<file path="src/rtl/dot_product_pkg.sv">
// Shared constants and helpers for the dot_product block.
package dot_product_pkg;

    // Width of the accumulator and of the result port (int-compatible).
    localparam int SUM_W = 32;

    // Index counter width: max(1, clog2(n)) so N = 1 still gets a real bit.
    function automatic int idx_width(input int n);
        int w;
        w = $clog2(n);
        return (w < 1) ? 1 : w;
    endfunction

endpackage

</file>
<file path="src/rtl/dot_product_mac.sv">
// Combinational multiply-accumulate slice: one signed DW x DW product,
// sign-extended to SUM_W bits, either loaded (clear) or added to acc_in.
module dot_product_mac
    import dot_product_pkg::*;
#(
    parameter int DW = 8
) (
    input  logic signed [DW-1:0]    a,
    input  logic signed [DW-1:0]    b,
    input  logic signed [SUM_W-1:0] acc_in,
    input  logic                    clear,
    output logic signed [SUM_W-1:0] acc_out
);

    logic signed [2*DW-1:0]  prod;
    logic signed [SUM_W-1:0] prod_ext;

    // Full-precision product, then sign-extend and accumulate (wraps mod 2^32).
    always_comb begin
        prod     = (2*DW)'(a) * (2*DW)'(b);
        prod_ext = SUM_W'(prod);
        acc_out  = clear ? prod_ext : (acc_in + prod_ext);
    end

endmodule

</file>
<file path="src/rtl/dot_product.sv">
// Serial dot product: one element per enabled cycle, result registered on
// sum with a one-cycle done pulse at the end of each N-element pass.
module dot_product
    import dot_product_pkg::*;
#(
    parameter int N  = 2,
    parameter int DW = 8
) (
    input  logic                    clk,
    input  logic                    reset,
    input  logic                    enable,
    input  logic signed [DW-1:0]    inp1 [0:N-1],
    input  logic signed [DW-1:0]    inp2 [0:N-1],
    output logic signed [SUM_W-1:0] sum,
    output logic                    done
);

    localparam int             IW   = idx_width(N);
    localparam logic [IW-1:0]  LAST = IW'(N - 1);

    logic [IW-1:0]           idx_q, idx_d;
    logic signed [SUM_W-1:0] acc_q, acc_d;
    logic signed [SUM_W-1:0] sum_q, sum_d;
    logic                    done_q, done_d;

    logic signed [DW-1:0]    sel_a, sel_b;
    logic signed [SUM_W-1:0] mac_out;
    logic                    mac_clear;

    // Pick the operand pair addressed by the current index.
    always_comb begin
        sel_a = '0;
        sel_b = '0;
        for (int i = 0; i < N; i++) begin
            if (idx_q == IW'(i)) begin
                sel_a = inp1[i];
                sel_b = inp2[i];
            end
        end
    end

    // Element 0 starts a fresh pass, so the old accumulator is discarded.
    assign mac_clear = (idx_q == '0);

    dot_product_mac #(
        .DW(DW)
    ) u_mac (
        .a      (sel_a),
        .b      (sel_b),
        .acc_in (acc_q),
        .clear  (mac_clear),
        .acc_out(mac_out)
    );

    // Index control: accumulate mid-pass, publish the result on the last element.
    always_comb begin
        idx_d  = idx_q;
        acc_d  = acc_q;
        sum_d  = sum_q;
        done_d = 1'b0;
        if (enable) begin
            if (idx_q == LAST) begin
                sum_d  = mac_out;
                done_d = 1'b1;
                idx_d  = '0;
            end else begin
                acc_d = mac_out;
                idx_d = idx_q + 1'b1;
            end
        end
    end

    // State registers; reset wins over enable and abandons any partial pass.
    always_ff @(posedge clk) begin
        if (reset) begin
            idx_q  <= '0;
            acc_q  <= '0;
            sum_q  <= '0;
            done_q <= 1'b0;
        end else begin
            idx_q  <= idx_d;
            acc_q  <= acc_d;
            sum_q  <= sum_d;
            done_q <= done_d;
        end
    end

    assign sum  = sum_q;
    assign done = done_q;

endmodule

</file>
<file path="config.mk">
export PLATFORM = sky130hd
export DESIGN_NAME = dot_product
export DESIGN_NICKNAME = d
export VERILOG_FILES = /design/src/rtl/dot_product_pkg.sv /design/src/rtl/dot_product_mac.sv /design/src/rtl/dot_product.sv
export SDC_FILE = /design/constraint.sdc
export NUM_CORES = 1
export LEC_CHECK = 0
export BUFFER_PORTS_ARGS = -buffer_cell sky130_fd_sc_hd__buf_4
export CAP_MARGIN = 20
export CORE_ASPECT_RATIO = 1.75
export CORE_MARGIN = 1
export CORE_UTILIZATION = 45
export CTS_CLUSTER_SIZE = 12
export DETAILED_ROUTE_END_ITERATION = 8
export GPL_TIMING_DRIVEN = 1
export PLACE_DENSITY = 0.7
export SLEW_MARGIN = 20
export SYNTH_ARGS = -nofsm -noshare
export SYNTH_HDL_FRONTEND = slang
export SYNTH_SLANG_ARGS = --single-unit
</file>
<file path="constraint.sdc">
create_clock -name clk -period 11.4 [get_ports clk]
set_clock_uncertainty 0.1 [all_clocks]
set_input_delay 2.28 -clock clk [delete_from_list [all_inputs] [get_ports clk]]
set_output_delay 2.28 -clock clk [all_outputs]
set_load 0.05 [all_outputs]
</file>
==> results.tsv <==
stage	metric	value	unit
cells_and_area	fill_cells	1378	
timing	finalCriticalPeriod	9.22	ns
synth	synth_top_cells_by_count	nor2_1 (110), inv_1 (102), nand2_1 (78), dfxtp_1 (66), a21oi_1 (62)	
timing	hold_viol_final	0	
cells_and_area	drive_above_1_share	12.6	%
critical_path	path_delay_family	adder cells	
critical_path	worstReg2RegStart	idx_q	
critical_path	crit_arrival	9.35	ns
synth	synth_edf_count	0	
route	vias_per_cell	5.45	
synth	synth_warnings	0	
timing	min_period_over_period	80.9	%
synth	yosysTopAreaCellShare	20.0	%
critical_path	start_kind	input pin	
timing	rsz0062_at_grt	no	
clocking	clkSlewWorstSetupHoldPaths	0.06	ns
cells_and_area	fin_util	52.5	%
floorplan	die_h	162	microns
worst_hold_path	hold_path_depth	2	
outcome	status	completed	
cells_and_area	antennaDiodeCount	0	
synth	synth.most_common_cell	nor2_1	
critical_path	worstPathRequired	11.53	ns
synth	yosysSeqAreaShare	20.0	%
clocking	cts_root_buf	clkbuf_16	
clocking	tritoncts	built	
worst_hold_path	holdPathEnd	sum[24]	
timing	drv_slew	0	
global_routing	grt_pass1_wl	27500	microns
synth	syn_area	0.00659	sq mm
route	first_iter_violations	199	
timing	max_freq	108	MHz
global_routing	grt_overflow_total	0	
global_routing	grt_usage	23.4	%
placed_design	gp_congestion	0.921	
timing	relSlewSlack	29.6	%
floorplan	design.die.area	0.0152	sq mm
placed_design	port_buffers	67	
clocking	cts_num_sinks	66	
critical_path	critPathSlowestCell	mux2i_1	
clocking	cts_resized	0	
global_routing	grt_pass1_vias	5952	
flow_run	maxCapViolCount	0	
critical_path	path_max_fanout	17	
synth	ys_types	60	
synth	synth.area.top_cells	dfxtp_1 (20%), fa_1 (17%), ha_1 (11%)	
critical_path	r2r_slack	3.06	ns
clocking	cts_max_path_buffers	2	
floorplan	io_pins	68	
critical_path	critPathMaxStageDelay	0.62	ns
synth	synth_flop_cell	dfxtp_1	
synth	async_reset_ff_share	0	%
critical_path	reg2reg_to	sum[28]	
synth	avgSynthCellArea	8.05	sq um
critical_path	reg2reg_depth	25	
global_routing	grt_max_degree	54	
clocking	numCtsBuffers	9	
placed_design	dpl_worst_slack	1.93	ns
timing	setup-violations-final	0	
placed_design	dp_hpwl	13300	microns
worst_hold_path	min_from	sum[24]	
timing	worst_slack	2.18	ns
cells_and_area	seq_area	0.00132	sq mm
critical_path	cp-end-kind	register	
global_routing	antenna_found_initial	0	
route	vias	5738	
timing	worst_slew_pin_slew	1.05	ns
placed_design	dp.cells	1037	
floorplan	fp.coreArea	0.0144	sq mm
synth	ys_ff_latch	66	
floorplan	row_count	58	
synth	synth_top_area_cell	dfxtp_1	
clocking	cts_hold_buffers	0	
synth	synth_nets	970	
floorplan	die_w	93.5	microns
timing	tns	0	ns
worst_hold_path	hp-class	reg -> reg	
route	firstDrtPassIters	4	
cells_and_area	multiInputGateArea	0.00477	sq mm
route	routed_wl	16700	microns
route	wl_per_cell	15.9	microns
floorplan	start_util	45.9	%
route	final_antenna_net_count	0	
critical_path	worst-path-buf-inv	6	
clocking	insertion_delay	0.34	ns
clocking	cts_setup_buffers	0	
clocking	cts_max_level	3	
cells_and_area	finalNonFillerCells	1053	
cells_and_area	nNetsFinal	1019	
synth	syn_inst	819	
route	drcViolationCount	0	
critical_path	worstSetupPathType	in -> reg	
cells_and_area	syn2layout_area_growth	14.4	%
## worst reg2reg max path, stage by stage, from the launching register on
cell and delay [ns]:
dfxtp_1 1.01, mux2i_1 0.78, nor2_1 0.15, fa_1 0.54
inv_1 0.05, fa_1 0.48, inv_1 0.06, fa_1 0.54
inv_1 0.06, fa_1 0.53, inv_1 0.04, ha_1 0.33
nand2_1 0.08, a2bb2oi_1 0.24, a21oi_1 0.15, o41ai_2 0.33
mux2i_1 0.29, nor2_1 0.08, buf_4 0.24, ha_1 0.41
a21oi_1 0.31, o21ai_0 0.20, a221oi_1 0.51, a31o_2 0.27
o21ai_0 0.13, o311ai_0 0.33
## how the worst max path moves through the flow
stage	slack (ns)	cells after the start	end	start
floorplan	2.37	26	sum[25]	inp1[7]
global placement	1.94	27	sum[25]	inp2[7]
detailed placement	1.93	26	sum[28]	inp2[7]
CTS	2.24	26	sum[28]	inp2[7]
global route	1.72	26	sum[28]	inp2[7]
finish	2.18	26	sum[28]	inp2[3]
## cell type report
class | instances | share of cell area [%]
Tap cell | 180 | 2.99
Multi-Input combinational cell | 618 | 63.2
Clock inverter | 6 | 0.929
Timing Repair Buffer | 71 | 7.07
Inverter | 102 | 5.08
Clock buffer | 10 | 3.17
Sequential cell | 66 | 17.5
## state kept, by name, indices dropped and copies added (netlist names)
signal  flops
acc_q      32
sum        32
done        1
idx_q       1
## cell families (layout without fill, tap and decap cells)
group                    after synthesis  count (layout)  share of synthesized area, %
AO/OA/AOI/OAI                        164             164                          16.5
XOR/XNOR                              36              36                          4.78
adder cells (fa/ha/maj)              116             116                          28.4
buffers and inverters                135             189                          7.71
flip-flops                            66              66                          20.0
multiplexers                          21              21                          3.21
AND/OR/NAND/NOR                      281             281                          19.4
## stage by stage
stage                     area [sq um]  hold slack, ns
after global placement            7230           0.344
after global routing              7540           0.370
after detailed placement          7230           0.351
after CTS                         7540           0.360
after floorplan                   6590           0.336
final                             7540           0.355
## per-layer routing
| metal | vias to the layer above | share of wire [%] | GRT usage (%) |
|---|---|---|---|
| met5 | - | 0 | 0 |
| met4 | 0 | 3.6 | 10.8 |
| met2 | 121 | 57 | 46.9 |
| li1 | 2833 | - | - |
| met1 | 2739 | 36 | 23.2 |
| met3 | 45 | 3.2 | 2.39 |
## layout by cell type, fill, tap and decap left out, types with 14 or more instances in the layout
master	instances
nor2_1	110
inv_1	102
nand2_1	78
buf_4	71
dfxtp_1	66
a21oi_1	62
ha_1	60
fa_1	56
xnor2_1	31
o21ai_0	24
mux2i_1	20
nor3_1	14
Power is not shown: default switching activity piles up to over one toggle a cycle in this logic, so the estimate is an artifact.
